<file path="src/rtl/ddr_burst_seq.sv">
// Burst sequencer between a simple strike/beat source and a MIG-style app interface.
// One strike issues cycle_num+1 commands and data beats from a held base beat address.
module ddr_burst_seq #(
  parameter int unsigned ADDR_STEP = 8,
  parameter int unsigned AW        = 28
) (
  input  logic          clk,
  input  logic          rstn,
  input  logic          init_calib_complete,
  input  logic [23:0]   mem_addr_i,
  input  logic [19:0]   cycle_num,
  input  logic          mem_wen_strike_i,
  input  logic          mem_ren_strike_i,
  input  logic [127:0]  mem_wdf_data_i,
  output logic          wdf_ack,
  output logic [127:0]  mem_rd_data_o,
  output logic          mem_rd_data_valid_o,
  output logic          wr_done_o,
  output logic          rd_done_o,
  output logic          busy,
  output logic [AW-1:0] app_addr,
  output logic [2:0]    app_cmd,
  output logic          app_en,
  input  logic          app_rdy,
  output logic [127:0]  app_wdf_data,
  output logic          app_wdf_wren,
  output logic          app_wdf_end,
  input  logic          app_wdf_rdy,
  input  logic [127:0]  app_rd_data,
  input  logic          app_rd_data_valid
);

  typedef enum logic [1:0] {IDLE, WR, RD} state_e;

  state_e         state_q, state_d;
  logic [20:0]    cmd_cnt_q, cmd_cnt_d;
  logic [20:0]    dat_cnt_q, dat_cnt_d;
  logic [23:0]    base_q, base_d;
  logic [19:0]    last_q, last_d;
  logic           wr_done_q, wr_done_d;
  logic           rd_done_q, rd_done_d;
  logic           rd_vld_q, rd_vld_d;
  logic [127:0]   rd_data_q, rd_data_d;

  logic [20:0]    last_ext;
  logic           wr_start, rd_start;
  logic           cmd_live, dat_live, cmd_fire;
  logic [47:0]    addr_full;

  assign last_ext = {1'b0, last_q};
  assign wr_start = (state_q == IDLE) && init_calib_complete && mem_wen_strike_i;
  assign rd_start = (state_q == IDLE) && init_calib_complete && mem_ren_strike_i && !mem_wen_strike_i;

  // Counters are one bit wider than cycle_num so 2^20 beats finish without wrapping.
  assign addr_full = {24'd0, base_q} + 48'(cmd_cnt_q) * 48'(ADDR_STEP);

  always_ff @(posedge clk or negedge rstn) begin
    if (!rstn) begin
      state_q   <= IDLE;
      cmd_cnt_q <= '0;
      dat_cnt_q <= '0;
      base_q    <= '0;
      last_q    <= '0;
      wr_done_q <= 1'b0;
      rd_done_q <= 1'b0;
      rd_vld_q  <= 1'b0;
      rd_data_q <= '0;
    end else begin
      state_q   <= state_d;
      cmd_cnt_q <= cmd_cnt_d;
      dat_cnt_q <= dat_cnt_d;
      base_q    <= base_d;
      last_q    <= last_d;
      wr_done_q <= wr_done_d;
      rd_done_q <= rd_done_d;
      rd_vld_q  <= rd_vld_d;
      rd_data_q <= rd_data_d;
    end
  end

  always_comb begin
    state_d   = state_q;
    cmd_cnt_d = cmd_cnt_q;
    dat_cnt_d = dat_cnt_q;
    base_d    = base_q;
    last_d    = last_q;
    wr_done_d = wr_done_q;
    rd_done_d = rd_done_q;
    rd_vld_d  = 1'b0;
    rd_data_d = rd_data_q;
    unique case (state_q)
      IDLE: begin
        if (wr_start || rd_start) begin
          cmd_cnt_d = '0;
          dat_cnt_d = '0;
          base_d    = mem_addr_i;
          last_d    = cycle_num;
        end
        if (wr_start) begin
          state_d   = WR;
          wr_done_d = 1'b0;
        end else if (rd_start) begin
          state_d   = RD;
          rd_done_d = 1'b0;
        end
      end
      WR: begin
        if (cmd_fire) cmd_cnt_d = cmd_cnt_q + 21'd1;
        if (wdf_ack)  dat_cnt_d = dat_cnt_q + 21'd1;
        // Leave on the edge that completes whichever stream finishes last.
        if ((cmd_cnt_d > last_ext) && (dat_cnt_d > last_ext)) begin
          state_d   = IDLE;
          wr_done_d = 1'b1;
        end
      end
      RD: begin
        if (cmd_fire) cmd_cnt_d = cmd_cnt_q + 21'd1;
        if (app_rd_data_valid) begin
          rd_vld_d  = 1'b1;
          rd_data_d = app_rd_data;
          dat_cnt_d = dat_cnt_q + 21'd1;
          if (dat_cnt_q == last_ext) begin
            state_d   = IDLE;
            rd_done_d = 1'b1;
          end
        end
      end
      default: state_d = IDLE;
    endcase
  end

  always_comb begin
    cmd_live     = (state_q != IDLE) && (cmd_cnt_q <= last_ext);
    dat_live     = (state_q == WR) && (dat_cnt_q <= last_ext);
    cmd_fire     = cmd_live && app_rdy;
    app_en       = cmd_live;
    app_cmd      = (state_q == RD) ? 3'd1 : 3'd0;
    app_wdf_wren = dat_live;
    app_wdf_end  = dat_live;
    wdf_ack      = dat_live && app_wdf_rdy;
    busy         = (state_q != IDLE);
  end

  assign app_addr            = addr_full[AW-1:0];
  assign app_wdf_data        = mem_wdf_data_i;
  assign mem_rd_data_o       = rd_data_q;
  assign mem_rd_data_valid_o = rd_vld_q;
  assign wr_done_o           = wr_done_q;
  assign rd_done_o           = rd_done_q;

endmodule

</file>
<file path="config.mk">
export PLATFORM = sky130hd
export DESIGN_NAME = ddr_burst_seq
export DESIGN_NICKNAME = d
export VERILOG_FILES = /design/src/rtl/ddr_burst_seq.sv
export SDC_FILE = /design/constraint.sdc
export NUM_CORES = 1
export LEC_CHECK = 0
export CELL_PAD_IN_SITES_DETAIL_PLACEMENT = 1
export CELL_PAD_IN_SITES_GLOBAL_PLACEMENT = 1
export CORE_AREA = 2 2 233 235
export CTS_CLUSTER_DIAMETER = 80
export DETAILED_ROUTE_END_ITERATION = 10
export DIE_AREA = 0 0 235 237
export PLACE_DENSITY = 0.75
export SYNTH_ARGS = -nofsm -noshare
export SYNTH_HDL_FRONTEND = slang
export SYNTH_SLANG_ARGS = --single-unit
</file>
<file path="constraint.sdc">
create_clock -name clk -period 3.9 [get_ports clk]
set_input_delay 0.78 -clock clk [delete_from_list [all_inputs] [get_ports clk]]
set_output_delay 0.78 -clock clk [all_outputs]
set_load 0.02 [all_outputs]
</file>
==> out/results.ini, run 1 <==
[layout]
fin_nets=2080
design_area_mm2=0.01991
regArea_mm2=0.005485
multiInputGateArea_mm2=0.007396
area.growth.synth_to_final_pct=46.60
layout-drive-gt1-share_pct=32.33
nFillCells=5778
instances_no_fill=2384
final_util_pct=37.37

[pwr]
p_int_mw=8.768
p_sw_mw=5.751
leakage_nw=8.665
seq_power_share_pct=26.2
power_mw=14.52
powerDensity_mw_per_mm2=729.1
p_sw_share_pct=39.61
clockPowerShare_pct=20.1
vdd_ir_drop_max_v=0.0006066
p_comb_share_pct=53.7

[worst_setup_path]
cpMostUsedCell=o31a_1
crit_required_ns=3.12
r2r_setup_slack_ns=-0.24
crit_fanout=3
crit_path_start_kind=flop
worstRegToRegCells=19
max_stage_delay_ns=0.41
cp_top_family=compound AO/OA/AOI/OAI gates
cp.depth=12
timing.rr.end=state_q[0]
path_cells=ha_4 > inv_2 > fa_2 > nor2b_2 > o31a_1 > o31a_1 > a41o_2 > a2111oi_4 > o21bai_1 > a21oi_1 > xnor2_1 > buf_4
crit_buf_inv=2
arrival_ns=3.36
cp-end-kind=primary output
crit_slowest_cell=dfrtp_1
r2r-start=last_q[15]
critPathKind=reg2out

[global_route]
grt_start_max_net_pins=91
antenna_found_initial=5
grt_remaining_overflow=0
grt_first_pass_wirelength_um=77000
grt_pass1_vias=12880
grt_usage_pct=17.80

[detailed_routing]
firstDrtPassIters=4
antenna_left=0
drc=0
wirelength_um=51230
drt_iter0_drc=448
routedWlPerCell_um=21.49
avgViaCountPerCell=4.815
vias=11480

[placement]
hpwl_um=39090
portBuffers=341
dp_cells=2296
dpl_worst_slack_ns=-0.4442
routabilityCongestion=0.8784
placed_area_mm2=0.01792

[timing]
worst_slack_ns=-0.2432
setup_viol=6
hold_viol=0
tightestPinTransition_ns=0.9895
rsz0062_at_grt=true
slew_headroom_pct=34.02
final_max_slew_viol_count=0
skew_ns=0.02440
fmax_ghz=0.2414
period_minus_slack_ns=4.143
fin_crit_sh_pct=106.2

[synth]
synth_top_area_cell=dfrtp_1
yosysSeqAreaShare_pct=40.35
synth_ff_type=dfrtp_1
synth_top_area_share_pct=40.35
synth.top_cells.by_area=dfrtp_1 40%, mux2_2 14%, ha_1 9.9%
netlist_area_mm2=0.01358
synth_commonest_cells=219 x dfrtp_1, 173 x mux2_2, 138 x buf_4, 107 x ha_1, 69 x nand2_1
post-synth-top-count-cell=dfrtp_1
synth_cell_type_count=73
synth_edf_count=0
ys_warn_count=0
avgSynthCellArea_um2=10.66
synth-seq-cells=219
async_flop_share_pct=100.0
syn_inst=1274

[clocking]
holdBufCountCts=0
clock_path_buffers=3
cts.sinks=219
cts-root-buf=clkbuf_16
cts_tree=yes
cts_made_buffers=31
clkTransAtPathRegs_ns=0.06
clk_latency_ns=0.59
ctsHtreeMaxLevel=1

[floorplanning]
core_area_mm2=0.05328
die_area_mm2=0.05570
initial_core_util_pct=25.49
rows=85
die_h_um=237
die_w_um=235
io_pins=603

[worst_hold_path]
hold_class=in2async

[run_status]
violations=negative setup slack
status=complete, but fails checks

[job]
cap_violations=0

[area by class of cell]
cell class	count	share of cell area, %
antenna	2	0.02513
multi-input combinational	834	37.14
clock inverter	16	1.068
sequential	219	27.55
tap	696	4.373
clock buffer	39	4.197
timing repair buffer	531	24.76
inverter	47	0.8860
[flip-flops by register name (all words and copies together) (netlist names)]
name / flops
mem_rd_data_o: 128
rd_done_o: 1
last_q: 20
wr_done_o: 1
dat_cnt_q: 21
mem_rd_data_valid_o: 1
base_q: 24
cmd_cnt_q: 21
state_q: 2
[logic make-up (layout without fill, tap and decap cells)]
| family | Yosys count | count (layout) | share of synthesized area (%) |
|---|---|---|---|
| AO/OA/AOI/OAI | 226 | 226 | 10.79 |
| XOR/XNOR | 52 | 52 | 3.353 |
| adder cells (fa/ha/maj) | 108 | 108 | 10.00 |
| buffers and inverters | 225 | 633 | 10.22 |
| flip-flops | 219 | 219 | 40.35 |
| multiplexers | 194 | 194 | 15.89 |
| other | 1 | 7 | 0.02761 |
| AND/OR/NAND/NOR | 249 | 249 | 9.378 |
[metal layers]
metal / vias to the layer above / part of all wire, % / track usage (%) / wire length (µm)
met5: - / 0.078 / 0.1732 / 40
met4: 6 / 5.6 / 9.417 / 2864
met3: 160 / 8.1 / 5.957 / 4128
met2: 463 / 50 / 31.52 / 25400
met1: 5634 / 37 / 18.66 / 18790
li1: 5216 / - / - / -
[how the worst max path moves through the flow]
stage	end	start
5_1_grt	state_q[0]	cmd_cnt_q[12]
6_report	app_addr[23]	cmd_cnt_q[0]
4_1_cts	app_addr[23]	cmd_cnt_q[0]
2_1_floorplan	state_q[0]	cmd_cnt_q[19]
3_3_place_gp	state_q[1]	app_rdy
3_5_place_dp	state_q[0]	last_q[19]
[stage by stage]
stage               setup TNS (ns)  hold slack, ns
global placement            -1.408          0.4890
floorplan                        0          0.4794
detailed placement          -2.125          0.4949
finish                     -0.9216          0.2392
global route                -2.400          0.2892
CTS                         -2.971          0.2611
[layout by cell type, fill, tap and decap left out, types with 31 or more instances in the layout]
cell type | Yosys | layout
o21ai_0 | 48 | 39
clkdlybuf4s50_1 | 0 | 321
nand2_1 | 69 | 69
a21oi_1 | 60 | 50
nor2_1 | 52 | 48
buf_4 | 138 | 175
ha_1 | 107 | 82
inv_1 | 45 | 33
clkbuf_16 | 0 | 31
mux2_2 | 173 | 173
dfrtp_1 | 219 | 215
[timing repair]
item                                    in CTS  in global routing
cloned                                       0                  0
gates resized for setup                    129                 87
pin swaps                                   30                 48
endpoints found under the setup margin      22                 21
setup buffers                               14                 18
[power groups by stage]
stage	Combinational (mW)	Clock [mW]	Sequential, mW
after floorplan	3.13	0	4.54
after global placement	7.18	0	3.73
after detailed placement	7.36	0	3.80
after CTS	7.58	3.03	3.79
after global routing	8.28	3.09	3.93
final	7.79	2.92	3.80
Note: power is estimated with default switching activity, not from simulation.
==> inputs of run 2 (changes only) <==
--- a/config.mk
+++ b/config.mk
@@ -9,6 +9,7 @@
 export CELL_PAD_IN_SITES_GLOBAL_PLACEMENT = 1
 export CORE_AREA = 2 2 233 235
 export CTS_CLUSTER_DIAMETER = 80
+export CTS_CLUSTER_SIZE = 12
 export DETAILED_ROUTE_END_ITERATION = 10
 export DIE_AREA = 0 0 235 237
 export PLACE_DENSITY = 0.75
==> run 2 against run 1 <==
The run still ends with negative setup slack left. Final cell count fell by 0.63%. Cell area down 1.5%. Clock power shrank 11%. Sequential share of layout area up 0.41 points. Critical path depth unchanged. Wire length down 0.97%. Non-clock buffer count down 4. Power fell by 2.8%. Register-to-register slack better by 0.06 ns. Critical endpoint unchanged. Largest cell class unchanged.
==> out/results.ini, run 2 (synthesis gave the netlist of run 1 again) <==
[layout]
largest_reg_flops=128  ; unchanged
area.growth.synth_to_final_pct=44.44  ; was 46.60%
fin_nets=2073  ; was 2080
final_util_pct=36.82  ; was 37.37%
layout_common_cells=321 x clkdlybuf4s50_1, 216 x dfrtp_1, 178 x buf_4, 173 x mux2_2, 85 x ha_1  ; was 321 x clkdlybuf4s50_1, 215 x dfrtp_1, 175 x buf_4, 173 x mux2_2, 82 x ha_1
nFillCells=5822  ; was 5778
layout-drive-gt1-share_pct=31.78  ; was 32.33%
layout_commonest_cell=clkdlybuf4s50_1  ; unchanged

[floorplanning]
core_area_mm2=0.05328  ; unchanged
rows=85  ; unchanged
io_pins=603  ; unchanged
die_h_um=237  ; unchanged
die_w_um=235  ; unchanged
initial_core_util_pct=25.49  ; unchanged
die_area_mm2=0.05570  ; unchanged

[pwr]
p_sw_share_pct=40.16  ; was 39.61%
p_sw_mw=5.669  ; was 5.751 mW
clockPowerShare_pct=18.5  ; was 20.1%
p_int_mw=8.446  ; was 8.768 mW
powerDensity_mw_per_mm2=719.4  ; was 729.1 mW/mm²
power_mw=14.11  ; was 14.52 mW
seq_power_share_pct=26.8  ; was 26.2%
vdd_ir_drop_max_v=0.0004351  ; was 0.0006066 V
p_comb_share_pct=54.7  ; was 53.7%
leakage_nw=8.586  ; was 8.665 nW

[clocking]
cts_made_buffers=28  ; was 31
holdBufCountCts=0  ; unchanged
clock_path_buffers=3  ; unchanged
clkTransAtPathRegs_ns=0.07  ; was 0.06 ns
ctsHtreeMaxLevel=1  ; unchanged
cts-root-buf=clkbuf_16  ; unchanged
clk_latency_ns=0.56  ; was 0.59 ns
cts_tree=yes  ; unchanged
cts.sinks=219  ; unchanged

[placement]
portBuffers=341  ; unchanged
routabilityCongestion=0.8784  ; unchanged
hpwl_um=39090  ; unchanged

[detailed_routing]
avgViaCountPerCell=4.830  ; was 4.815
routedWlPerCell_um=21.41  ; was 21.49 µm
antenna_left=0  ; unchanged
vias=11440  ; was 11480
drt_iter0_drc=433  ; was 448
met1_length_um=18490  ; was 18790 µm
wl_met2_um=25330  ; was 25400 µm
firstDrtPassIters=4  ; unchanged
top_layer=met5  ; unchanged
drc=0  ; unchanged
wirelength_um=50730  ; was 51230 µm
wl_met3_um=4305  ; was 4128 µm

[timing]
tightestPinTransition_ns=0.9683  ; was 0.9895 ns
skew_ns=0.01291  ; was 0.02440 ns
worst_slack_ns=-0.2366  ; was -0.2432 ns
rsz0062_at_grt=true  ; unchanged
period_minus_slack_ns=4.137  ; was 4.143 ns
final_max_slew_viol_count=0  ; unchanged
slew_headroom_pct=35.45  ; was 34.02%
hold_viol=0  ; unchanged
fmax_ghz=0.2417  ; was 0.2414 GHz
setup_viol=6  ; unchanged
fin_crit_sh_pct=106.1  ; was 106.2%

[worst_hold_path]
hold_class=in2async  ; unchanged

[global_route]
grt_usage_pct=17.75  ; was 17.80%
grt_start_max_net_pins=91  ; unchanged
grt_pass1_vias=12870  ; was 12880
antenna_found_initial=7  ; was 5
grt_first_pass_wirelength_um=76890  ; was 77000 µm
grt_remaining_overflow=0  ; unchanged

[worst_setup_path]
crit_path_start_kind=flop  ; unchanged
critPathKind=reg2out  ; unchanged
crit_required_ns=3.12  ; about the same
crit_fanout=3  ; unchanged
cp-end-kind=primary output  ; unchanged
worstRegToRegCells=18  ; was 19
arrival_ns=3.36  ; about the same

[run_status]
violations=negative setup slack  ; unchanged
status=complete, but fails checks  ; unchanged

[job]
cap_violations=0  ; unchanged

## run 2: cell count changes in the layout (fill, tap and decap cells not counted), sizes merged
cell and delta:
dlygate4sd2 +1, clkinvlp -1, clkbuf -6, buf -4, clkdlybuf4s15 -4, inv +1, bufinv -2
## run 2: per-layer routing
layer / track usage, % / vias up
met5: 0.1732 / -
met4: 8.420 / 10
met3: 6.132 / 151
met2: 31.52 / 447
met1: 18.77 / 5649
li1: - / 5185
## run 2: power groups by stage
| stage | Combinational [mW] | Clock, mW | Sequential [mW] |
|---|---|---|---|
| 3_3_place_gp | 7.18 | 0 | 3.73 |
| 6_report | 7.72 | 2.61 | 3.79 |
| 5_1_grt | 8.20 | 2.77 | 3.91 |
| 4_1_cts | 7.60 | 2.70 | 3.79 |
| 2_1_floorplan | 3.13 | 0 | 4.54 |
| 3_5_place_dp | 7.36 | 0 | 3.80 |
## run 2: repair_timing
action / CTS / global route
resized for setup: 132 / 71
endpoints found under the setup margin: 22 / 21
pin swaps: 39 / 36
cloned: 1 / 0
setup buffers: 15 / 12
## run 2: per-stage QoR
step / instance area, µm² / setup TNS, ns / std cells / worst slack, ns / hold WS [ns]
finish: 19620 / -0.7718 / 2369 / -0.2366 / 0.2383
global route: 19620 / -2.372 / 2368 / -0.4629 / 0.2934
CTS: 19300 / -2.362 / 2356 / -0.3408 / 0.2641
detailed placement: 17920 / -2.125 / 2296 / -0.4442 / 0.4949
global placement: 17920 / -1.408 / 2296 / -0.3660 / 0.4890
floorplan: 13600 / 0 / 1278 / 0.09226 / 0.4794
## run 2: critical path, stage by stage (launching register included)
cell and delay [ns]:
dfrtp_1 0.42, ha_4 0.18, inv_2 0.05, fa_2 0.21, nor2b_2 0.05, o31a_1 0.25, o31a_1 0.34, a41o_2 0.35
a2111oi_4 0.32, o21bai_1 0.13, a21oi_1 0.19, xnor2_1 0.14, buf_4 0.16
## run 2: cell type report
cell class | instances | area, µm² | share of cell area (%)
repair buffers | 527 | 4867 | 24.81
clock buffers | 30 | 739.5 | 3.769
inverters | 47 | 181.4 | 0.9247
flip-flops and latches | 219 | 5484 | 27.95
well taps | 696 | 870.8 | 4.439
diodes | 2 | 5.005 | 0.02551
clock inverters | 14 | 157.7 | 0.8036
multi-input cells | 834 | 7313 | 37.28
## run 2: worst paths after layout
check | startpoint | endpoint | slack [ns]
max | cmd_cnt_q[0] | app_addr[23] | -0.24
min | rstn | mem_rd_data_o[90] | 0.24
max reg2reg | cmd_cnt_q[6] | state_q[1] | -0.18
min reg2reg | mem_rd_data_o[26] | mem_rd_data_o[26] | 0.51
max in group asynchronous | rstn | base_q[23] | 2.76
min in group clk | mem_rd_data_o[26] | mem_rd_data_o[26] | 0.51
